$ cat config.mk
export PLATFORM = sky130hd
export DESIGN_NAME = morse_symbol_decoder
export DESIGN_NICKNAME = d
export VERILOG_FILES = /design/src/rtl/morse_symbol_decoder.sv
export SDC_FILE = /design/constraint.sdc
export NUM_CORES = 1
export LEC_CHECK = 0
export BUFFER_PORTS_ARGS = -buffer_cell sky130_fd_sc_hd__buf_2
export CAP_MARGIN = 40
export CORE_MARGIN = 4
export CORE_UTILIZATION = 55
export DETAILED_ROUTE_END_ITERATION = 10
export PLACE_DENSITY = 0.76
export SETUP_SLACK_MARGIN = 0.5
export SYNTH_ARGS = -nofsm -noshare
export SYNTH_HDL_FRONTEND = slang
export SYNTH_SLANG_ARGS = --single-unit
$ cat constraint.sdc
create_clock -name clk -period 2.75 [get_ports clk]
set_input_delay 0.275 -clock clk [delete_from_list [all_inputs] [get_ports clk]]
set_output_delay 0.275 -clock clk [all_outputs]
set_load 0.01 [all_outputs]
$ cat src/rtl/morse_symbol_decoder.sv
// Morse character decoder: packs dot/dash symbols into a 2-bit-per-element code and, at each gap,
// emits ASCII plus a 7-segment glyph through a one-entry valid/ready output register.
module morse_symbol_decoder #(
  parameter int MAX_LEN        = 5,
  parameter bit SEG_ACTIVE_LOW = 1'b1
) (
  input  logic       clk,
  input  logic       rst,
  input  logic       sym_valid,
  input  logic [1:0] sym_type,
  output logic       sym_ready,
  output logic       out_valid,
  input  logic       out_ready,
  output logic [7:0] out_ascii,
  output logic [6:0] out_seg,
  output logic       out_err,
  output logic [6:0] seg_disp
);

  localparam int               CW          = 2 * MAX_LEN;
  localparam int               CNT_W       = $clog2(MAX_LEN + 1);
  localparam logic [CNT_W-1:0] CNT_MAX     = CNT_W'(MAX_LEN);
  localparam logic [6:0]       SEG_BLANK   = 7'h7F;
  localparam logic [7:0]       ASCII_SPACE = 8'h20;
  localparam logic [7:0]       ASCII_ERR   = 8'h3F;
  localparam logic [1:0]       SYM_WORD    = 2'b00;
  localparam logic [1:0]       SYM_DOT     = 2'b01;
  localparam logic [1:0]       SYM_DASH    = 2'b10;
  localparam logic [1:0]       SYM_CHAR    = 2'b11;

  typedef enum logic [1:0] {S_IDLE, S_COLLECT, S_PEND_SPACE} state_e;

  typedef struct packed {
    logic       hit;
    logic [7:0] ascii;
    logic [6:0] seg;
  } glyph_t;

  // Codes are right-aligned with nonzero elements, so the value alone identifies the length.
  function automatic glyph_t lookup(input logic [CW-1:0] code);
    logic [15:0] wide;
    glyph_t      g;
    wide = 16'(code);
    g    = '{hit: 1'b1, ascii: ASCII_ERR, seg: SEG_BLANK};
    case (wide)
      16'b01_10:          {g.ascii, g.seg} = {"A", 7'b0001000};
      16'b10_01_01_01:    {g.ascii, g.seg} = {"B", 7'b1100000};
      16'b10_01_10_01:    {g.ascii, g.seg} = {"C", 7'b0110001};
      16'b10_01_01:       {g.ascii, g.seg} = {"D", 7'b1000010};
      16'b01:             {g.ascii, g.seg} = {"E", 7'b0110000};
      16'b01_01_10_01:    {g.ascii, g.seg} = {"F", 7'b0111000};
      16'b10_10_01:       {g.ascii, g.seg} = {"G", 7'b0100001};
      16'b01_01_01_01:    {g.ascii, g.seg} = {"H", 7'b1001000};
      16'b01_01:          {g.ascii, g.seg} = {"I", 7'b1111001};
      16'b01_10_10_10:    {g.ascii, g.seg} = {"J", 7'b1000011};
      16'b10_01_10:       {g.ascii, g.seg} = {"K", SEG_BLANK};
      16'b01_10_01_01:    {g.ascii, g.seg} = {"L", 7'b1110001};
      16'b10_10:          {g.ascii, g.seg} = {"M", SEG_BLANK};
      16'b10_01:          {g.ascii, g.seg} = {"N", 7'b1101010};
      16'b10_10_10:       {g.ascii, g.seg} = {"O", 7'b1100010};
      16'b01_10_10_01:    {g.ascii, g.seg} = {"P", 7'b0011000};
      16'b10_10_01_10:    {g.ascii, g.seg} = {"Q", 7'b0001100};
      16'b01_10_01:       {g.ascii, g.seg} = {"R", 7'b1111010};
      16'b01_01_01:       {g.ascii, g.seg} = {"S", 7'b0100100};
      16'b10:             {g.ascii, g.seg} = {"T", 7'b1110000};
      16'b01_01_10:       {g.ascii, g.seg} = {"U", 7'b1000001};
      16'b01_01_01_10:    {g.ascii, g.seg} = {"V", SEG_BLANK};
      16'b01_10_10:       {g.ascii, g.seg} = {"W", SEG_BLANK};
      16'b10_01_01_10:    {g.ascii, g.seg} = {"X", SEG_BLANK};
      16'b10_01_10_10:    {g.ascii, g.seg} = {"Y", 7'b1000100};
      16'b10_10_01_01:    {g.ascii, g.seg} = {"Z", 7'b0010010};
      16'b10_10_10_10_10: {g.ascii, g.seg} = {"0", 7'b0000001};
      16'b01_10_10_10_10: {g.ascii, g.seg} = {"1", 7'b1001111};
      16'b01_01_10_10_10: {g.ascii, g.seg} = {"2", 7'b0010010};
      16'b01_01_01_10_10: {g.ascii, g.seg} = {"3", 7'b0000110};
      16'b01_01_01_01_10: {g.ascii, g.seg} = {"4", 7'b1001100};
      16'b01_01_01_01_01: {g.ascii, g.seg} = {"5", 7'b0100100};
      16'b10_01_01_01_01: {g.ascii, g.seg} = {"6", 7'b0100000};
      16'b10_10_01_01_01: {g.ascii, g.seg} = {"7", 7'b0001111};
      16'b10_10_10_01_01: {g.ascii, g.seg} = {"8", 7'b0000000};
      16'b10_10_10_10_01: {g.ascii, g.seg} = {"9", 7'b0000100};
      default:            g.hit = 1'b0;
    endcase
    return g;
  endfunction

  state_e           state_q, state_d;
  logic [CW-1:0]    code_q, code_d;
  logic [CNT_W-1:0] cnt_q, cnt_d;
  logic             ovf_q, ovf_d;
  logic             out_valid_q, out_err_q;
  logic [7:0]       out_ascii_q;
  logic [6:0]       out_seg_q, seg_disp_q;

  logic       is_elem, acc_empty, slot_free, take, load;
  logic [7:0] ld_ascii;
  logic [6:0] ld_seg;
  logic       ld_err;
  glyph_t     glyph;

  // NOTE: every signal written here gets a default first, so no path leaves it unassigned (no latch).
  always_comb begin
    is_elem   = (sym_type == SYM_DOT) || (sym_type == SYM_DASH);
    acc_empty = (cnt_q == '0) && !ovf_q;
    slot_free = !out_valid_q || out_ready;
    sym_ready = 1'b0;
    if (!rst && state_q != S_PEND_SPACE) begin
      if (is_elem)                                  sym_ready = 1'b1;
      else if (sym_type == SYM_CHAR && acc_empty)   sym_ready = 1'b1;
      else                                          sym_ready = slot_free;
    end
    take = sym_valid && sym_ready;
  end

  always_comb begin
    state_d  = state_q;
    code_d   = code_q;
    cnt_d    = cnt_q;
    ovf_d    = ovf_q;
    load     = 1'b0;
    ld_ascii = ASCII_SPACE;
    ld_seg   = SEG_BLANK;
    ld_err   = 1'b0;
    glyph    = lookup(code_q);

    if (take && is_elem) begin
      if (cnt_q == CNT_MAX) begin
        ovf_d = 1'b1;
      end else begin
        code_d = {code_q[CW-3:0], sym_type};
        cnt_d  = cnt_q + CNT_W'(1);
      end
      state_d = S_COLLECT;
    end else if (take && !acc_empty) begin
      load = 1'b1;
      if (glyph.hit && !ovf_q) begin
        ld_ascii = glyph.ascii;
        ld_seg   = glyph.seg;
      end else begin
        ld_ascii = ASCII_ERR;
        ld_err   = 1'b1;
      end
      code_d  = '0;
      cnt_d   = '0;
      ovf_d   = 1'b0;
      state_d = (sym_type == SYM_WORD) ? S_PEND_SPACE : S_IDLE;
    end else if (take && sym_type == SYM_WORD) begin
      load = 1'b1;
    end else if (state_q == S_PEND_SPACE && slot_free) begin
      load    = 1'b1;
      state_d = S_IDLE;
    end
  end

  // NOTE: sequential state uses non-blocking assignments so all registers update from pre-edge values.
  always_ff @(posedge clk) begin
    if (rst) begin
      state_q <= S_IDLE;
      code_q  <= '0;
      cnt_q   <= '0;
      ovf_q   <= 1'b0;
    end else begin
      state_q <= state_d;
      code_q  <= code_d;
      cnt_q   <= cnt_d;
      ovf_q   <= ovf_d;
    end
  end

  always_ff @(posedge clk) begin
    if (rst) begin
      out_valid_q <= 1'b0;
      out_ascii_q <= 8'h00;
      out_seg_q   <= SEG_BLANK;
      out_err_q   <= 1'b0;
      seg_disp_q  <= SEG_BLANK;
    end else if (load) begin
      out_valid_q <= 1'b1;
      out_ascii_q <= ld_ascii;
      out_seg_q   <= ld_seg;
      out_err_q   <= ld_err;
      if (!ld_err) seg_disp_q <= ld_seg;
    end else if (out_ready) begin
      out_valid_q <= 1'b0;
    end
  end

  // Glyphs are held active-low internally; the other polarity is a plain inversion.
  assign out_valid = out_valid_q;
  assign out_ascii = out_ascii_q;
  assign out_err   = out_err_q;
  assign out_seg   = out_seg_q ^ {7{~SEG_ACTIVE_LOW}};
  assign seg_disp  = seg_disp_q ^ {7{~SEG_ACTIVE_LOW}};

endmodule

==> flow_summary_export.csv <==
group,metric,value,unit
clock_tree,htree_levels,2,
power_and_ir_drop,power-per-cell-area,318,nW/um^2
clock_tree,path_clk_slew,0.10,ns
critical_path,crit_arrival,2.79,ns
timing,post-route-period-util,0.931,
yosys,synthesis.area,2780,sq um
clock_tree,max-clock-path-buffers,2,
clock_tree,hold_buffers,0,
floorplan,die_h,79.1,microns
floorplan,rows,25,
power_and_ir_drop,p_leak,1.53,nW
detailed_routing,routed_wl,10.3,mm
clock_tree,cts_root_buf,"clkbuf_8",
timing,skew,0.0166,ns
timing,clock.fmax,391,MHz
timing,slew_headroom,0.459,
final_layout,diodes,0,
critical_path,critical_path.max_stage_delay,0.63,ns
critical_path,cp_top_family,"simple AND/OR/NAND/NOR gates",
critical_path,r2r_slack,0.19,ns
critical_path,startpoint_type,"register",
floorplan,dieArea,6250,sq um
hold_path,hold_class,"primary input to register",
critical_path,critPathSlowestCell,"nor2_1",
final_layout,fin_util,0.802,
detailed_routing,viasPerCell,6.68,
yosys,synth_top_flop_cell,"dfxtp_1",
global_route,grt_antenna_before_repair,0,
place,hpwlAfterDp,6.30,mm
final_layout,drive_above_1_share,0.384,
global_route,grt_max_degree,22,
yosys,syn-num-nets,376,
floorplan,coreArea,4820,sq um
timing,hold_violations,0,
power_and_ir_drop,peakVddDrop,383,uV
flow_run,maxCapViolations,0,
critical_path,crit_path_max_fanout,9,
detailed_routing,num_vias,3408,
place,numPortBuffers,29,
final_layout,multi_input_area,2070,sq um
yosys,avgSynthCellArea,7.61,sq um
timing,finalCriticalPeriod,2.56,ns
final_layout,nFillCells,322,
final_layout,syn_to_final_growth,39.1,%
critical_path,cp-end-kind,"register",
global_route,grt_usage,0.317,
yosys,synth-edff-count,0,
timing,rsz0062_at_grt,"true",
floorplan,start_util,0.576,
clock_tree,cts_inserted_buffers,5,
yosys,yosysSeqAreaShare,0.281,
run_status,status,"finished clean",
global_route,grt_pass1_vias,3076,
yosys,synth-seq-cells,39,
place,gp_congestion,1.03,
timing,setup_viol,0,
detailed_routing,wl_per_cell,20.3,microns
critical_path,cp_cell_sequence,"nor2_1, nand3_1, a21oi_1, or2_4, buf_4, o41a_1, o21ai_2, a31oi_1",
global_route,grt_overflow,0,
final_layout,final_net_count,453,
floorplan,pin_count,31,
critical_path,cp_num_buf_inv,1,
critical_path,crit_type,"register to register",
detailed_routing,antenna_left,0,
detailed_routing,drc,0,
clock_tree,cts_num_sinks,39,
timing,tightest_slew,0.809,ns
detailed_routing,drt_iter0_markers,459,
yosys,yosysUniqueCellTypes,70,
clock_tree,cts_tree,"done",
final_layout,area.sequential,808,sq um
global_route,grt_first_pass_wirelength,15.8,mm
floorplan,fp.dieW,79.1,microns
detailed_routing,drt_first_pass_iters,6,
yosys,synthesis.instances,365,
timing,setup_tns,0,ns
clock_tree,clk-insertion-delay-late,0.31,ns
yosys,ys_warn_count,0,
power_and_ir_drop,total_power,1.23,mW
timing,slew_viol_final,0,
critical_path,required,2.98,ns
yosys,async_reset_ff_frac,0,
==> stage by stage <==
| step | std cells | setup WS (ns) | hold slack (ns) | instance area, sq um |
|---|---|---|---|---|
| floorplan | 365 | 0.457 | 0.435 | 2810 |
| global placement | 470 | 0.146 | 0.421 | 3170 |
| detailed placement | 470 | 0.0621 | 0.426 | 3170 |
| CTS | 502 | 0.349 | 0.271 | 3690 |
| global route | 510 | 0.0951 | 0.311 | 3860 |
| finish | 510 | 0.189 | 0.264 | 3860 |
==> final cells by class <==
class                   count  area share
well taps                  67      0.0217
clock buffers               5      0.0178
inverters                  12      0.0117
multi-input cells         284       0.536
flip-flops and latches     39       0.209
clock inverters             3      0.0113
repair buffers            100       0.192
==> synthesized netlist by cell type (all sizes together), types with 3 or more instances <==
cell,instances,share of area
a21oi,15,0.027
a22oi,13,0.035
a31oi,8,0.018
a32oi,3,0.0095
and3,3,0.0068
buf,15,0.035
clkbuf,15,0.021
dfxtp,39,0.28
ha,5,0.023
inv,12,0.016
nand2,26,0.035
nand2b,10,0.023
nand3,10,0.018
nand3b,3,0.0081
nand4,4,0.0090
nand4bb,4,0.016
nor2,51,0.069
nor2b,6,0.014
nor3,11,0.022
nor4,11,0.035
nor4bb,6,0.022
o211ai,5,0.015
o21ai,29,0.054
o22ai,8,0.018
or2,5,0.012
or3,4,0.0090
or4,4,0.012
==> sequential cells by signal (all words and copies together), names as in the netlist <==
name       cells
cnt_q          3
code_q        10
out_ascii      7
out_err        1
out_seg        7
out_valid      1
ovf_q          1
seg_disp       7
state_q        2
==> cell usage in the layout (no fill, tap or decap), types with 4 or more instances in the layout <==
cell type and instances:
nor4bb_1 4, nor2b_1 6, clkbuf_8 5, nand2_1 25, nand2b_1 7, inv_1 12
nor2_1 50, buf_4 59, buf_2 30, o21ai_0 14, nand4_1 4, nor3_1 9
dfxtp_1 29, a31oi_1 8, dfxtp_4 6, o21ai_2 6, o211ai_1 4, o22ai_1 4
a21oi_1 14, ha_1 5, nor4_2 4, nand3_1 9, o21ai_1 9, dfxtp_2 4
buf_6 8, nor4_1 4, a22oi_1 13
==> what timing repair did <==
| item | 4_1_cts | 5_1_grt |
|---|---|---|
| pin swaps | 26 | 15 |
| setup buffers | 22 | 8 |
| gates resized for setup | 58 | 19 |
| setup endpoints to repair | 22 | 31 |
| cloned | 2 | 0 |
==> cells by family after synthesis <==
group                    synth area share
adder cells (fa/ha/maj)            0.0225
flip-flops                          0.281
AND/OR/NAND/NOR                     0.350
XOR/XNOR                           0.0126
other                             0.00135
buffers and inverters              0.0717
AO/OA/AOI/OAI                       0.253
multiplexers                      0.00721
==> report_power, final <==
part / internal (mW) / switching [mW] / leakage [nW]
clock network: 0.271 / 0.240 / 0.0581
logic: 0.0597 / 0.0794 / 1.15
registers: 0.567 / 0.00917 / 0.322
total: 0.898 / 0.329 / 1.53
==> worst paths after layout <==
path,cells past startpoint,start,endpoint
max reg2reg,8,code_q[8],seg_disp[0]
max,8,code_q[8],seg_disp[0]
min,3,sym_type[0],code_q[0]
min reg2reg,2,out_ascii[0],out_ascii[0]
==> layer usage <==
metal	up-vias	GRT usage	part of all wire
met3	71	0.0669	0.11
met1	1554	0.431	0.38
li1	1511	-	-
met5	-	0	0
met2	272	0.497	0.46
met4	0	0.113	0.050
==> worst register-to-register path, stage by stage, from the launching register on <==
cell and delay (ns):
dfxtp_2 0.38, nor2_1 0.63, nand3_1 0.24, a21oi_1 0.32, or2_4 0.20, buf_4 0.11
o41a_1 0.25, o21ai_2 0.15, a31oi_1 0.19
(Power assumes the default switching activity.)
